===== src/rtl/bids22_bidder_agent.sv =====
// BIDS22 bidder agent: initiator side of one bidder channel. Outbids maxBid by a step within a
// host limit, retracts excess when the limit drops, and captures the round result at roundOver.
module bids22_bidder_agent #(
    parameter int AMT_W       = 16,
    parameter int VAL_W       = 32,
    parameter int COOL_CYC    = 2,
    parameter int RES_TIMEOUT = 8
) (
    input  logic             clk,
    input  logic             reset,
    input  logic             enable,
    input  logic [VAL_W-1:0] cfg_limit,
    input  logic [AMT_W-1:0] cfg_step,
    input  logic             c_start,
    input  logic             ack,
    input  logic [1:0]       bid_err,
    input  logic [VAL_W-1:0] balance,
    input  logic [VAL_W-1:0] max_bid,
    input  logic             round_over,
    input  logic             win,
    output logic             bid,
    output logic             retract,
    output logic [AMT_W-1:0] bid_amt,
    output logic [VAL_W-1:0] my_total,
    output logic             res_valid,
    output logic             res_win,
    output logic [VAL_W-1:0] res_balance,
    output logic [VAL_W-1:0] res_max,
    output logic [1:0]       res_err
);
    localparam int CNT_MAX = (COOL_CYC > RES_TIMEOUT) ? COOL_CYC : RES_TIMEOUT;
    localparam int CNT_W   = $clog2(CNT_MAX + 1);
    localparam logic [VAL_W:0] AMT_SAT = {{(VAL_W + 1 - AMT_W){1'b0}}, {AMT_W{1'b1}}};

    typedef enum logic [2:0] {IDLE, EVAL, BID, RETRACT, COOL, PARKED, WAIT_RES} state_t;

    state_t           state, state_n;
    logic [CNT_W-1:0] cnt;
    logic [VAL_W:0]   step_x, diff, need_x, excess_x;
    logic [VAL_W-1:0] excess;
    logic             over, leading, fits, afford, cool_done, res_expire;
    logic             cap, timeout, start_round;
    logic             bid_d, retract_d;
    logic [AMT_W-1:0] amt_d;

    // Pricing runs one bit wider than the totals so the sum/compare never wraps.
    always_comb begin
        step_x   = {{(VAL_W + 1 - AMT_W){1'b0}}, (cfg_step == '0) ? AMT_W'(1) : cfg_step};
        diff     = {1'b0, max_bid} - {1'b0, my_total} + step_x;
        need_x   = (diff > AMT_SAT) ? AMT_SAT : diff;
        excess   = my_total - cfg_limit;
        excess_x = ({1'b0, excess} > AMT_SAT) ? AMT_SAT : {1'b0, excess};
        over     = my_total > cfg_limit;
        leading  = (my_total > max_bid) || ((my_total == max_bid) && (max_bid != '0));
        fits     = ({1'b0, my_total} + need_x) <= {1'b0, cfg_limit};
        afford   = need_x <= {1'b0, balance};
        cool_done  = cnt == CNT_W'(COOL_CYC - 1);
        res_expire = cnt == CNT_W'(RES_TIMEOUT - 1);
    end

    always_ff @(posedge clk or posedge reset) begin
        if (reset) state <= IDLE;
        else       state <= state_n;
    end

    always_comb begin
        state_n = state;
        case (state)
            IDLE:     if (enable && c_start) state_n = EVAL;
            EVAL: begin
                if (!c_start)            state_n = WAIT_RES;
                else if (!enable)        state_n = PARKED;
                else if (over)           state_n = RETRACT;
                else if (leading)        state_n = COOL;
                else if (fits && afford) state_n = BID;
                else                     state_n = COOL;
            end
            BID: begin
                if (ack)                  state_n = COOL;
                else if (bid_err == 2'b01) state_n = WAIT_RES;
                else if (bid_err == 2'b11) state_n = PARKED;
                else                      state_n = COOL;
                if (state_n == COOL && !enable) state_n = PARKED;
            end
            RETRACT:  state_n = (bid_err == 2'b11 || !enable) ? PARKED : COOL;
            COOL: begin
                if (!c_start)       state_n = WAIT_RES;
                else if (!enable)   state_n = PARKED;
                else if (cool_done) state_n = EVAL;
            end
            PARKED:   if (!c_start) state_n = WAIT_RES;
            WAIT_RES: begin
                if (round_over)      state_n = (c_start && enable) ? EVAL : IDLE;
                else if (res_expire) state_n = IDLE;
            end
            default:  state_n = IDLE;
        endcase
        // roundOver wins over whatever the state was doing.
        if (round_over && state != WAIT_RES) state_n = (c_start && enable) ? EVAL : IDLE;
    end

    always_comb begin
        cap         = round_over;
        timeout     = (state == WAIT_RES) && !round_over && res_expire;
        start_round = (state == IDLE) && (state_n == EVAL) && !round_over;
        bid_d       = state_n == BID;
        retract_d   = state_n == RETRACT;
        amt_d       = '0;
        if (bid_d)          amt_d = need_x[AMT_W-1:0];
        else if (retract_d) amt_d = excess_x[AMT_W-1:0];
    end

    always_ff @(posedge clk or posedge reset) begin
        if (reset) begin
            cnt         <= '0;
            bid         <= 1'b0;
            retract     <= 1'b0;
            bid_amt     <= '0;
            my_total    <= '0;
            res_valid   <= 1'b0;
            res_win     <= 1'b0;
            res_balance <= '0;
            res_max     <= '0;
            res_err     <= 2'b00;
        end else begin
            bid       <= bid_d;
            retract   <= retract_d;
            bid_amt   <= amt_d;
            res_valid <= cap || timeout;

            if (state_n != state)                       cnt <= '0;
            else if (state == COOL || state == WAIT_RES) cnt <= cnt + 1'b1;

            if (cap) begin
                res_win     <= win;
                res_balance <= balance;
                res_max     <= max_bid;
            end

            if (cap || start_round)                          my_total <= '0;
            else if (state == BID && ack)                    my_total <= my_total + VAL_W'(bid_amt);
            else if (state == RETRACT && bid_err == 2'b00)   my_total <= my_total - VAL_W'(bid_amt);

            if (timeout)                                     res_err <= 2'b10;
            else if (start_round)                            res_err <= 2'b00;
            else if (state == BID && !ack && bid_err == 2'b01) res_err <= 2'b01;
            else if (((state == BID && !ack) || state == RETRACT) && bid_err == 2'b11)
                res_err <= 2'b11;
        end
    end
endmodule


===== config.mk =====
export PLATFORM = sky130hd
export DESIGN_NAME = bids22_bidder_agent
export DESIGN_NICKNAME = d
export VERILOG_FILES = /design/src/rtl/bids22_bidder_agent.sv
export SDC_FILE = /design/constraint.sdc
export NUM_CORES = 1
export LEC_CHECK = 0
export CORE_ASPECT_RATIO = 2
export CORE_MARGIN = 1.5
export CORE_UTILIZATION = 35
export DETAILED_ROUTE_END_ITERATION = 10
export SLEW_MARGIN = 20
export SYNTH_ARGS = -nofsm -noshare
export SYNTH_HDL_FRONTEND = slang
export SYNTH_SLANG_ARGS = --single-unit

===== constraint.sdc =====
create_clock -name clk -period 21.8 [get_ports clk]
set_clock_uncertainty 0.2 [all_clocks]
set_input_delay 2.18 -clock clk [delete_from_list [all_inputs] [get_ports clk]]
set_output_delay 2.18 -clock clk [all_outputs]
set_load 0.005 [all_outputs]

==> flow_summary.ini, run 1 <==
[detailed_routing]
drc = 0
num_vias = 15100
avgRoutedWirePerCell_um = 21.5
drtAntennaViolNets = 0
totalWireLength_um = 58200
first_iter_violations = 679
routed_via_density = 5.59
first_pass_iters = 5

[final_layout]
area_growth_pct = 25.1
antenna_cells = 0
fin_area_um2 = 19300
drive_above_1_share_pct = 7.37
final_net_count = 2528
fillCellCount = 4401

[synthesis]
avgSynthCellArea_um2 = 8.26
netlist_top_cells_count = ha_1 (245), inv_1 (210), a21oi_1 (177)
synth.most_common_cell = ha_1
synth.top_cell.area_share_pct = 20.2
ys_types = 80
yosysWarnings = 0
synthFlopType = dfrtp_1
synthCells = 1872
synth_seq_cells = 125
synth_area_um2 = 15500
seq_area_frac_synth_pct = 20.2
synth_edf_count = 0
synth_top_area_cell = dfrtp_1
synthArstFlopShare_pct = 100
synth_area_leaders = dfrtp_1 (20%), ha_1 (20%), a21oi_1 (5.7%), mux2_2 (5.2%), inv_1 (5.1%)

[clock_network]
ctsHtreeMaxLevel = 4
cts_tree = yes
holdBufCountCts = 0
cts_buffers = 17
clk_pin_slew_worst_paths_ns = 0.06
cts_resized = 0
cts_setup_buffers = 0
insertion_delay_ns = 0.45
cts_root_buf = clkbuf_16
cts_sinks = 125
clockBufferDepth = 2

[die]
die_area_um2 = 45500
pin_count = 239
coreArea_um2 = 43500
chipWidth_um = 152
start_util_pct = 35.5
die_h_um = 300
num_rows = 108

[placement]
place_area_um2 = 18700
io_buffers = 238
gp_congestion = 0.973
hpwl_um = 49000

[pwr]
peakVddDrop_uv = 54.9
finalPower_mw = 0.954
p_leak_nw = 9.23
powerDensity_nw_per_um2 = 49.3

[setup_path]
worstPathArrival_ns = 12.44
cp_common_cell = a21oi_1
worstPathRequired_ns = 21.96
cpPeakStageDelay_ns = 0.77
path_max_fanout = 16
slowest_stage = nor3_2
crit_path_start_kind = input port
end_kind = flop
ff2ff_setup_slack_ns = 11.70
path_class = input port to flop

[grt]
grt.overflow.total = 0
grt_max_degree = 74
groute.usage.overall_pct = 26.1
grt_pass1_wl_um = 88400
grt_pass1_vias = 15700
antenna_found_initial = 1

[timing]
hold_viol = 0
fmaxAchievable_mhz = 81.4
fin_crit_sh_pct = 56.4
grt_setup_unrepaired = false
finalMaxSlewViolations = 0
setup_tns_ns = 0
setup_viol = 0
slew_headroom_pct = 20.9
worst_pin_slew_ns = 1.18
post-route-min-period_ns = 12.28

[run_status]
run_status = finished clean

[hold_path]
hp-class = flop to flop

[flow_run]
cap_violations = 0
-- final cells by class --
| class | instances | area [um^2] | area share [%] |
|---|---|---|---|
| Clock inverter | 10 | 160 | 0.829 |
| Tap cell | 550 | 688 | 3.56 |
| Multi-Input combinational cell | 1522 | 11500 | 59.4 |
| Inverter | 211 | 797 | 4.12 |
| Timing Repair Buffer | 266 | 2590 | 13.4 |
| Sequential cell | 125 | 3130 | 16.2 |
| Clock buffer | 22 | 484 | 2.51 |
-- state kept, by name, indices dropped and copies added, names as in the netlist, 2 cells and up --
name / count
state: 3
bid_amt: 16
res_max: 32
res_balance: 32
res_err: 2
cnt: 4
my_total: 32
-- per-stage QoR --
| stage | hold WS, ns | util, % | std cells | setup slack (ns) |
|---|---|---|---|---|
| 6_report | 0.305 | 44.4 | 2706 | 9.52 |
| 5_1_grt | 0.323 | 44.4 | 2706 | 8.58 |
| 2_1_floorplan | 0.300 | - | 1903 | 11.59 |
| 3_3_place_gp | 0.289 | 42.9 | 2674 | 9.50 |
| 3_5_place_dp | 0.294 | 42.9 | 2674 | 9.24 |
| 4_1_cts | 0.307 | 44.4 | 2706 | 9.67 |
-- critical path, delay by kind of cell --
kind                     cells  cell delay [ns]
buffers and inverters        4             0.80
XOR/XNOR                     1             0.09
adder cells (fa/ha/maj)      5             1.69
AO/OA/AOI/OAI               19             3.98
AND/OR/NAND/NOR             13             3.71
-- placed cells by master, fill, tap and decap left out, types with 46 or more instances in the layout --
master           count
dfrtp_1            125
nor2_1              97
ha_1               245
o21ai_0             77
mux2_2              72
a21oi_1            177
clkdlybuf4s50_1    237
xnor2_1             66
inv_1              209
xor2_1              46
a21o_1              83
nand2_1            136
-- routing by layer --
layer | share of wire (%) | GRT usage, % | vias to the layer above
met5 | 0.022 | 0 | -
met4 | 11 | 24.2 | 2
met3 | 4.0 | 3.43 | 177
met2 | 52 | 48.3 | 491
met1 | 33 | 24.0 | 7168
li1 | - | - | 7297
-- final timing paths --
| kind | start | to | depth (start not counted) |
|---|---|---|---|
| max | cfg_step[1] | bid_amt[7]$_DFF_PP0_ | 42 |
| max reg2reg | my_total[25]$_DFFE_PP0P_ | bid_amt[7]$_DFF_PP0_ | 37 |
| min in group asynchronous | reset | my_total[4]$_DFFE_PP0P_ | 2 |
| max in group asynchronous | reset | res_max[18]$_DFFE_PP0P_ | 3 |
| min reg2reg | res_max[14]$_DFFE_PP0P_ | res_max[14]$_DFFE_PP0P_ | 1 |
| min | res_max[14]$_DFFE_PP0P_ | res_max[14]$_DFFE_PP0P_ | 1 |
-- kinds of logic (layout without fill, tap and decap cells) --
group,Yosys count,after routing,synth area share (%)
flip-flops,125,125,20.2
AO/OA/AOI/OAI,558,558,23.4
other,1,32,0.0243
adder cells (fa/ha/maj),264,264,22.3
AND/OR/NAND/NOR,480,480,15.9
multiplexers,76,76,5.50
XOR/XNOR,112,112,6.35
buffers and inverters,256,509,6.28
-- report_power, final --
part / total [mW] / switching [mW] / internal [mW]
sequential: 0.264 / 0.0146 / 0.249
combinational: 0.370 / 0.209 / 0.161
clock: 0.319 / 0.116 / 0.203
(Power assumes the default switching activity.)
==> inputs of run 2 (changes only) <==
clock period = 9.9 ns   (was 21.8 ns; I/O delays follow)
==> run 2 against run 1 <==
Net effect:
- critical path depth rose by 1
- wire length grew 12%
- hold slack is essentially flat
- global-route usage increased by 2.8 points
- clock-buffer cell count down 2
==> flow_summary.ini, run 2 (synthesis results as in run 1) <==
[detailed_routing]
routed_via_density = 5.52
drtAntennaViolNets = 0
first_iter_violations = 847
totalWireLength_um = 65100
avgRoutedWirePerCell_um = 22.8
first_pass_iters = 7
num_vias = 15800
drc = 0

[grt]
antenna_found_initial = 1
groute.usage.overall_pct = 28.9
grt_pass1_vias = 16400
grt_max_degree = 74
grt_pass1_wl_um = 95800
grt.overflow.total = 0

[timing]
fin_ws_ns = 0.471
fin_crit_sh_pct = 95.2
grt_setup_unrepaired = false
hold_viol = 0
finalMaxSlewViolations = 0
worst_pin_slew_ns = 0.886
slew_headroom_pct = 40.4
post-route-min-period_ns = 9.43
setup_viol = 0
fmaxAchievable_mhz = 106

[final_layout]
antenna_cells = 0
final_cell_mix = ha_1 (244), clkdlybuf4s50_1 (237), inv_1 (209), buf_4 (176), a21oi_1 (171)
top_regs = my_total (32), res_balance (32), res_max (32)
final_common_cell = ha_1
final_net_count = 2678
area_growth_pct = 33.8
drive_above_1_share_pct = 14.5

[pwr]
p_leak_nw = 9.98
finalPower_mw = 2.19
peakVddDrop_uv = 121
powerDensity_nw_per_um2 = 106

[setup_path]
cp_common_cell = buf_4
worstPathRequired_ns = 10.07
path_max_fanout = 8
crit_buf_inv = 9
critPathTopFamily = compound AO/OA/AOI/OAI gates
cpPeakStageDelay_ns = 0.47
worstPathArrival_ns = 9.59
end_kind = flop
crit_path_start_kind = input port
path_class = input port to flop
slowest_stage = or4_4

[clock_network]
insertion_delay_ns = 0.46
ctsHtreeMaxLevel = 4
cts_tree = yes
clockBufferDepth = 2
cts_root_buf = clkbuf_16
clk_pin_slew_worst_paths_ns = 0.06
cts_sinks = 125
holdBufCountCts = 0
cts_buffers = 17

[die]
start_util_pct = 35.5
die_h_um = 300
chipWidth_um = 152
num_rows = 108
pin_count = 239
die_area_um2 = 45500
coreArea_um2 = 43500

[placement]
gp_congestion = 1.02
hpwl_um = 55000
io_buffers = 238
post-place-ws_ns = -0.399

[hold_path]
hp-class = flop to flop

[flow_run]
cap_violations = 0

[run_status]
run_status = finished clean
run 2: where the power goes:
part | internal (mW) | switching [mW]
clock | 0.430 | 0.277
combinational | 0.404 | 0.495
sequential | 0.549 | 0.0335
run 2: final timing paths:
check / start / end / slack, ns / cells after the start
min in group asynchronous: reset / my_total[6]$_DFFE_PP0P_ / 0.85 / 2
worst min-delay path: res_max[15]$_DFFE_PP0P_ / res_max[15]$_DFFE_PP0P_ / 0.31 / 1
max in group asynchronous: reset / res_max[18]$_DFFE_PP0P_ / 7.43 / 3
worst max register to register: my_total[27]$_DFFE_PP0P_ / bid_amt[5]$_DFF_PP0_ / 1.16 / 39
worst max-delay path: cfg_step[2] / bid_amt[5]$_DFF_PP0_ / 0.47 / 43
worst min register to register: res_max[15]$_DFFE_PP0P_ / res_max[15]$_DFFE_PP0P_ / 0.31 / 1
run 2: timing repair:
action,CTS,global route
buffers inserted,0,7
gates resized for setup,0,46
endpoints found under the setup margin,0,20
run 2: layer usage:
metal / GRT usage [%] / vias up / wire length, um
li1: - / 7596 / -
met1: 25.8 / 7441 / 21000
met2: 52.6 / 517 / 33600
met3: 3.19 / 195 / 2190
met4: 31.3 / 2 / 8320
met5: 0 / - / 8
run 2: area by class of cell:
class	instances	area [um^2]
clock buffers	20	447
repair buffers	416	3730
clock inverters	12	188
inverters	211	797
flip-flops and latches	125	3130
multi-input cells	1522	11700
well taps	550	688
fillers	4354	22800
run 2: through the flow:
step	std cells	hold slack, ns	instance area [um^2]	utilization [%]	TNS (ns)
finish	2856	0.305	20700	47.5	0
global route	2856	0.317	20700	47.5	0
floorplan	1903	0.300	15600	-	0
global placement	2815	0.290	19700	45.4	-3.00
detailed placement	2815	0.294	19700	45.4	-7.16
CTS	2847	0.310	20400	46.8	0
